===== src/rtl/vga_timing_pkg.sv =====
// VGA timing package: axis state encoding and 640x480@60 defaults.
// Shared by vga_axis_timer and vga_timing_gen.
package vga_timing_pkg;

    typedef enum logic [1:0] {
        S_ACTIVE,
        S_FRONT,
        S_SYNC,
        S_BACK
    } axis_state_t;

    localparam int H_ACTIVE_DEF = 640;
    localparam int H_FP_DEF     = 16;
    localparam int H_SYNC_DEF   = 96;
    localparam int H_BP_DEF     = 48;
    localparam int V_ACTIVE_DEF = 480;
    localparam int V_FP_DEF     = 10;
    localparam int V_SYNC_DEF   = 2;
    localparam int V_BP_DEF     = 33;

endpackage


===== src/rtl/vga_axis_timer.sv =====
// One raster axis: position counter, segment FSM, wrap flag, sync/blank.
// Sync and blank are registered from next-state so they align with cnt.
module vga_axis_timer #(
    parameter int ACTIVE = 640,
    parameter int FP     = 16,
    parameter int SYNC   = 96,
    parameter int BP     = 48,
    parameter bit POL    = 1'b0,
    parameter int CW     = $clog2(ACTIVE + FP + SYNC + BP)
) (
    input  logic          clk,
    input  logic          rst,
    input  logic          restart,
    input  logic          step,
    output logic [CW-1:0] cnt,
    output logic          wrap,
    output logic          sync,
    output logic          blank,
    output logic          blank_nxt
);
    import vga_timing_pkg::*;

    localparam int TOTAL = ACTIVE + FP + SYNC + BP;
    localparam logic [CW-1:0] LAST  = CW'(TOTAL - 1);
    localparam logic [CW-1:0] F_BEG = CW'(ACTIVE);
    localparam logic [CW-1:0] S_BEG = CW'(ACTIVE + FP);
    localparam logic [CW-1:0] B_BEG = CW'(ACTIVE + FP + SYNC);

    axis_state_t   state_q, state_d;
    logic [CW-1:0] cnt_d;
    logic          sync_d;

    assign wrap = (cnt == LAST);

    // Next count and segment; restart reloads the pre-frame position.
    always_comb begin
        state_d = state_q;
        cnt_d   = cnt;
        if (restart) begin
            cnt_d   = LAST;
            state_d = S_BACK;
        end else if (step) begin
            cnt_d = wrap ? '0 : cnt + 1'b1;
            unique case (state_q)
                S_ACTIVE: if (cnt_d == F_BEG) state_d = S_FRONT;
                S_FRONT:  if (cnt_d == S_BEG) state_d = S_SYNC;
                S_SYNC:   if (cnt_d == B_BEG) state_d = S_BACK;
                S_BACK:   if (cnt_d == '0)    state_d = S_ACTIVE;
                default:  state_d = S_BACK;
            endcase
        end
        blank_nxt = (state_d != S_ACTIVE);
        sync_d    = (state_d == S_SYNC) ? POL : ~POL;
    end

    // Counter, state and level outputs.
    always_ff @(posedge clk or posedge rst) begin
        if (rst) begin
            cnt     <= LAST;
            state_q <= S_BACK;
            blank   <= 1'b1;
            sync    <= ~POL;
        end else begin
            cnt     <= cnt_d;
            state_q <= state_d;
            blank   <= blank_nxt;
            sync    <= sync_d;
        end
    end

endmodule


===== src/rtl/vga_timing_gen.sv =====
// Parametrised VGA raster timing generator with pixel clock enable.
// Define VGA_FRAME_CNT_EN to add the frame_count output and counter.
module vga_timing_gen
    import vga_timing_pkg::*;
#(
    parameter int H_ACTIVE   = H_ACTIVE_DEF,
    parameter int H_FP       = H_FP_DEF,
    parameter int H_SYNC     = H_SYNC_DEF,
    parameter int H_BP       = H_BP_DEF,
    parameter int V_ACTIVE   = V_ACTIVE_DEF,
    parameter int V_FP       = V_FP_DEF,
    parameter int V_SYNC     = V_SYNC_DEF,
    parameter int V_BP       = V_BP_DEF,
    parameter bit H_SYNC_POL = 1'b0,
    parameter bit V_SYNC_POL = 1'b0,
    parameter int FRAME_W    = 8,
    localparam int H_TOTAL   = H_ACTIVE + H_FP + H_SYNC + H_BP,
    localparam int V_TOTAL   = V_ACTIVE + V_FP + V_SYNC + V_BP,
    localparam int X_W       = $clog2(H_TOTAL),
    localparam int Y_W       = $clog2(V_TOTAL)
) (
    input  logic           clk,
    input  logic           rst,
    input  logic           en,
    input  logic           pix_ce,
    input  logic           restart,
    output logic [X_W-1:0] x_cnt,
    output logic [Y_W-1:0] y_cnt,
    output logic           h_sync,
    output logic           v_sync,
    output logic           de,
    output logic           h_blank,
    output logic           v_blank,
    output logic           line_start,
    output logic           frame_start
`ifdef VGA_FRAME_CNT_EN
    ,
    output logic [FRAME_W-1:0] frame_count
`endif
);

    logic adv;
    logic h_wrap, v_wrap;
    logic h_bn, v_bn;
    logic line_d, frame_d;

    assign adv     = en & pix_ce & ~restart;
    assign line_d  = adv & h_wrap;
    assign frame_d = line_d & v_wrap;

    vga_axis_timer #(
        .ACTIVE (H_ACTIVE),
        .FP     (H_FP),
        .SYNC   (H_SYNC),
        .BP     (H_BP),
        .POL    (H_SYNC_POL),
        .CW     (X_W)
    ) u_h (
        .clk       (clk),
        .rst       (rst),
        .restart   (restart),
        .step      (adv),
        .cnt       (x_cnt),
        .wrap      (h_wrap),
        .sync      (h_sync),
        .blank     (h_blank),
        .blank_nxt (h_bn)
    );

    vga_axis_timer #(
        .ACTIVE (V_ACTIVE),
        .FP     (V_FP),
        .SYNC   (V_SYNC),
        .BP     (V_BP),
        .POL    (V_SYNC_POL),
        .CW     (Y_W)
    ) u_v (
        .clk       (clk),
        .rst       (rst),
        .restart   (restart),
        .step      (line_d),
        .cnt       (y_cnt),
        .wrap      (v_wrap),
        .sync      (v_sync),
        .blank     (v_blank),
        .blank_nxt (v_bn)
    );

    // Data enable and one-clock line/frame strobes, aligned with counters.
    always_ff @(posedge clk or posedge rst) begin
        if (rst) begin
            de          <= 1'b0;
            line_start  <= 1'b0;
            frame_start <= 1'b0;
        end else begin
            de          <= ~h_bn & ~v_bn;
            line_start  <= line_d;
            frame_start <= frame_d;
        end
    end

`ifdef VGA_FRAME_CNT_EN
    // Frames started, counted on the edge that raises frame_start.
    always_ff @(posedge clk or posedge rst) begin
        if (rst) begin
            frame_count <= '0;
        end else if (restart) begin
            frame_count <= '0;
        end else if (frame_d) begin
            frame_count <= frame_count + 1'b1;
        end
    end
`endif

endmodule


===== config.mk =====
export PLATFORM = sky130hd
export DESIGN_NAME = vga_timing_gen
export DESIGN_NICKNAME = d
export VERILOG_FILES = /design/src/rtl/vga_timing_pkg.sv /design/src/rtl/vga_axis_timer.sv /design/src/rtl/vga_timing_gen.sv
export SDC_FILE = /design/constraint.sdc
export NUM_CORES = 1
export LEC_CHECK = 0
export ABC_AREA = 1
export CAP_MARGIN = 0
export CORE_MARGIN = 4
export CORE_UTILIZATION = 25
export CTS_BUF_LIST = sky130_fd_sc_hd__clkbuf_4 sky130_fd_sc_hd__clkbuf_8 sky130_fd_sc_hd__clkbuf_16
export CTS_CLUSTER_SIZE = 20
export DETAILED_ROUTE_END_ITERATION = 12
export PLACE_DENSITY_LB_ADDON = 0.2
export RECOVER_POWER = 50
export SYNTH_ARGS = -nofsm -noshare
export SYNTH_HDL_FRONTEND = slang
export SYNTH_HIERARCHICAL = 1
export SYNTH_SLANG_ARGS = --single-unit

===== constraint.sdc =====
create_clock -name clk -period 4.1 [get_ports clk]
set_clock_uncertainty 0.2 [all_clocks]
set_input_delay 0.82 -clock clk [delete_from_list [all_inputs] [get_ports clk]]
set_output_delay 0.82 -clock clk [all_outputs]
set_load 0.02 [all_outputs]

* Word level (Yosys, flattened, before mapping) *
Index checks and enable logic that the tools add are counted.

word-level totals
  register bits = 31
  bits in latches = 0
  bits in writable memories = 0
  memory bits (read-only) = 0
  input bits = 5
  output and inout bits = 27
  logic and storage cells = 67
  memories kept = 0

operators by class
  add/sub/neg operators = 2
  multipliers = 0
  divide/modulo/power cells = 0
  magnitude comparators = 0
  equal/unequal tests = 16
  shifts and indexed selects = 0
  mux-type cells = 22
  bitwise operators = 8
  reduce and logical (&&, ||, !) cells = 8

operators with widths
  kind                   number
  $mux 10                6
  $eq 10x10->1 const B   5
  $eq 10x9->1 const B    3
  $mux 2                 12
  $add 10x1->10 const B  2
  $logic_not 10->1       2
  $pmux 2 s4             2
  $eq 2x2->1 const B     6
  $reduce_bool 2->1      4
  $and 1x1->1            5
  $eq 2x1->1 const B     2
  $logic_not 2->1        2
  $not 1->1              3
  $mux 1                 2

* Longest topological paths before layout *
  word-level depth = 10
  mapped depth = 16
  depth with buffers taken out = 16

* Hierarchy *
The synthesis kept the hierarchy.

modules (own cells, without submodules)
  module                 times used  cells each  area an instance (um^2)  seq. area each (um^2)
  vga_axis_timer at u_v  1           151         1003.5                   359.1
  vga_axis_timer at u_h  1           131         933.4                    364.1
  vga_timing_gen         1           12          120.1                    75.1

* Worst setup path before layout *
OpenSTA, ideal clock, no wires.

  kind = reg-to-reg
  start = reg u_h.cnt[0]
  end = reg de
  setup time = 0.071 ns
  arrival time = 2.142 ns
  data required time = 3.829 ns
  slack = 1.687 ns
  cell stages (with the launch flop) = 14
  buffers on the path = 0
  clock period less this slack = 2.413 ns
  cell sequence = dfstp_2 -> ha_1 -> nand2_2 -> nor2_4 -> nand3_1 -> inv_1 -> nand4_2 -> inv_1 -> nor2_1 -> nor2_1 -> nand4_1 -> nand2_1 -> nand2_1 -> nor2_1

between the ends
  elaborated cells between the ends (all ways) = 22
  those cells by class = add/sub: 1; eq/ne: 4; mux: 10; bitwise: 4; reduce/logical: 3

RTL lines
  item                    RTL line              source
  start, declared         vga_axis_timer.sv:15  output logic [CW-1:0] cnt,
  start signal, assigned  vga_axis_timer.sv:64  cnt <= cnt_d;
  $eq 10x10->1            vga_axis_timer.sv:33  assign wrap = (cnt == LAST);
  net h_wrap              vga_timing_gen.sv:43  logic h_wrap, v_wrap;
  $and 1x1->1             vga_timing_gen.sv:48  assign line_d = adv & h_wrap;
  net line_d              vga_timing_gen.sv:45  logic line_d, frame_d;
  $mux 2                  vga_axis_timer.sv:42  end else if (step) begin
  $mux 2                  vga_axis_timer.sv:39  if (restart) begin
  $reduce_bool 2->1       vga_axis_timer.sv:52  blank_nxt = (state_d != S_ACTIVE);
  net v_bn                vga_timing_gen.sv:44  logic h_bn, v_bn;
  $not 1->1               vga_timing_gen.sv:96  de <= ~h_bn & ~v_bn;
  $and 1x1->1             vga_timing_gen.sv:96
  end signal, assigned    vga_timing_gen.sv:96
  end, declared           vga_timing_gen.sv:31  output logic de,

The timed path passes the listed nets, and every way through them passes these cells.
A chain may end at the register's enable or synchronous reset.

* Worst setup path in the final report *
Same ends and word-level chain as after synthesis.

==> metrics.cfg <==
[run_status]
status = finished clean

[drt]
wl_per_cell_um = 11.9
drt.antenna.violating_nets = 0
drc = 0
firstDrtPassIters = 4
num_vias = 1920
drt_wl_total_um = 5160
detail_route.iter0.violations = 101
drt-vias-per-instance = 4.42

[final_layout]
diodes = 0
nNetsFinal = 340
syn_to_final_growth_pct = 25.2
drive_above_1_share = 0.136
nFillCells = 875

[power]
power_mw = 1.16
p_int_uw = 688
p_per_area_nw_per_um2 = 452
p_clk_frac = 0.230
irDropWorstVdd_mv = 0.120
p_leak_nw = 1.25
p_sw_uw = 476
pwr-share-seq = 0.358
pwr-share-comb = 0.412
swShare = 0.409

[setup_path]
critical_path_class = reg2reg
reg2regPathDepth = 13
r2r_slack_ns = 0.94
critical_path_arrival_ns = 3.17
r2r-start = u_h/cnt[0]$_DFFE_PP1P_
r2r-end = de$_DFF_PP0_
crit_fanout = 6
worst_ep_required_time_ns = 4.11
worstSetupStartpointType = register
cp-end-kind = register

[die]
io_pins = 32
core_area_um2 = 7850
rows = 32
die-area_um2 = 9740
die_width_um = 98.7
die_h_um = 98.7
initial_core_util = 0.262

[sta]
fin_crit_ns = 3.16
fmax_mhz = 317
setup_viol = 0
finalHoldViolCount = 0
slew_headroom = 0.620
final.setup.worst_slack_ns = 0.942
slew_violations = 0
fin_tns_setup_ns = 0
tightest_slew_ns = 0.569
rsz0062_at_grt = false
fin_crit_sh = 0.770

[min_path]
min_path_type = reg2reg
holdPathEnd = u_h/cnt[4]$_DFFE_PP1P_
hold-path-cell-count = 2
worstHoldStart = u_h/cnt[4]$_DFFE_PP1P_

[synthesis]
ys_seq_area_frac = 0.388
synth_nets = 303
yosys_warnings = 6
synth.distinct_cells = 29
ys_ff_latch = 31
netlist_area_um2 = 2060
synth_area_per_cell_um2 = 7.00
postSynthCellCount = 294

[clock_network]
cts_tree = built
numCtsBuffers = 5
cts_buffer_depth = 2
clkSinkCount = 31
insertion_delay_ns = 0.28
hold_buffers = 0
root_buffer = clkbuf_8
htreeDepth = 2
cts_setup_buffers = 0
cts_resized = 0
clk_pin_slew_worst_paths_ns = 0.07

[place]
dp.final_hpwl_um = 3990
place_ws_ns = 1.05
numPortBuffers = 31
gp_congestion = 0.798

[global_routing]
grt_max_degree = 15
gr-total-overflow = 0
grtUsageTotal = 0.111
antenna_found_initial = 0
grt_pass1_vias = 1798
grt_first_pass_wirelength_um = 8830

[job]
cap_violations = 0

## placed cells by master, fill, tap and decap left out, types with 2 or more instances in the layout
master,instances
nand2_1,83
inv_1,55
nor2_1,34
clkdlybuf4s50_1,24
nand3_1,19
dfstp_2,17
dfrtp_1,13
o22ai_1,10
a21oi_1,8
nor2_2,7
clkbuf_8,7
dlygate4sd3_1,7
nand4_1,7
a22oi_1,6
nand2_2,6
o21ai_0,5
ha_1,4
nor3_1,3
o31ai_1,2
nand3_2,2
nand3b_1,2
## critical path: stages (launching register included)
cell and delay, ns:
dfstp_1 0.63, ha_1 0.21, nand2_1 0.13, nor2_1 0.43, nand3_1 0.24, inv_1 0.14
nand4_2 0.12, inv_1 0.12, nor2_1 0.11, nor2_1 0.30, nand4_1 0.13, nand2_1 0.12
nand2_1 0.09, nor2_1 0.10
## cell type report
type / count / area (um2) / area share
Clock inverter: 1 / 7.51 / 0.00291
Timing Repair Buffer: 31 / 310 / 0.120
Clock buffer: 7 / 96.3 / 0.0374
Inverter: 56 / 210 / 0.0816
Sequential cell: 31 / 798 / 0.310
Tap cell: 102 / 128 / 0.0495
Multi-Input combinational cell: 206 / 1030 / 0.398
## worst max path at each step
stage | end | cells after the start | slack, ns | start
2_1_floorplan | de$_DFF_PP0_ | 13 | 1.69 | u_h/cnt[0]$_DFFE_PP1P_
3_3_place_gp | de$_DFF_PP0_ | 11 | 1.20 | restart
3_5_place_dp | de$_DFF_PP0_ | 11 | 1.05 | restart
4_1_cts | de$_DFF_PP0_ | 13 | 1.26 | u_h/cnt[0]$_DFFE_PP1P_
5_1_grt | de$_DFF_PP0_ | 13 | 0.54 | u_h/cnt[0]$_DFFE_PP1P_
6_report | de$_DFF_PP0_ | 13 | 0.94 | u_h/cnt[0]$_DFFE_PP1P_
## cells in the mapped netlist
cell type / number / share of area
nor2_4: 1 / 0.0055
nor2_1: 33 / 0.060
nand2_2: 7 / 0.021
nand3b_1: 2 / 0.0073
o31ai_1: 2 / 0.0073
nand4_2: 1 / 0.0061
nand3_1: 18 / 0.044
nand3_4: 1 / 0.0085
dfrtp_1: 13 / 0.16
xor2_1: 1 / 0.0043
ha_1: 4 / 0.024
o21ai_2: 1 / 0.0043
inv_2: 1 / 0.0018
a21oi_2: 1 / 0.0043
a21boi_1: 1 / 0.0037
buf_4: 1 / 0.0037
nor3_1: 3 / 0.0073
nor2b_1: 1 / 0.0030
a21oi_1: 8 / 0.019
o22a_1: 1 / 0.0043
o22ai_1: 10 / 0.030
o21ai_0: 5 / 0.012
nand4_1: 7 / 0.021
inv_1: 55 / 0.10
dfstp_2: 18 / 0.23
nor2_2: 7 / 0.021
a22oi_1: 6 / 0.022
nand2_1: 82 / 0.15
nand3_2: 3 / 0.015
## metrics by stage
step                std cells  hold slack [ns]  utilization  cell area (um2)
floorplan                 294            0.336            -             2060
global placement          426            0.330        0.317             2490
detailed placement        426            0.314        0.317             2490
CTS                       434            0.334        0.330             2590
global route              434            0.350        0.328             2580
finish                    434            0.328        0.328             2580
## metal layers
layer	GRT usage	routed length, um
met5	0	0
met4	0.0347	80
met3	0.0304	223
met2	0.161	2230
met1	0.159	2630
## registers in the layout, summed over array words and instances, names as in the netlist
signal       cells
u_h/cnt         10
frame_start      1
u_h/state_q      2
u_h/blank        1
u_v/cnt         10
u_v/sync         1
de               1
u_v/state_q      2
line_start       1
u_h/sync         1
u_v/blank        1
## power groups by stage
stage / combinational, mW / clock, mW / sequential [mW]
2_1_floorplan: 0.312 / 0 / 0.445
3_3_place_gp: 0.493 / 0 / 0.426
3_5_place_dp: 0.487 / 0 / 0.425
4_1_cts: 0.489 / 0.284 / 0.420
5_1_grt: 0.542 / 0.298 / 0.429
6_report: 0.479 / 0.268 / 0.417
## cell families (layout without fill, tap and decap cells)
kind of cell	after synthesis	count (layout)	share of synthesized area
XOR/XNOR	1	1	0.00426
AO/OA/AOI/OAI	35	35	0.108
adder cells (fa/ha/maj)	4	4	0.0243
flip-flops	31	31	0.388
buffers and inverters	57	95	0.106
AND/OR/NAND/NOR	166	166	0.370
(Power assumes the default switching activity.)
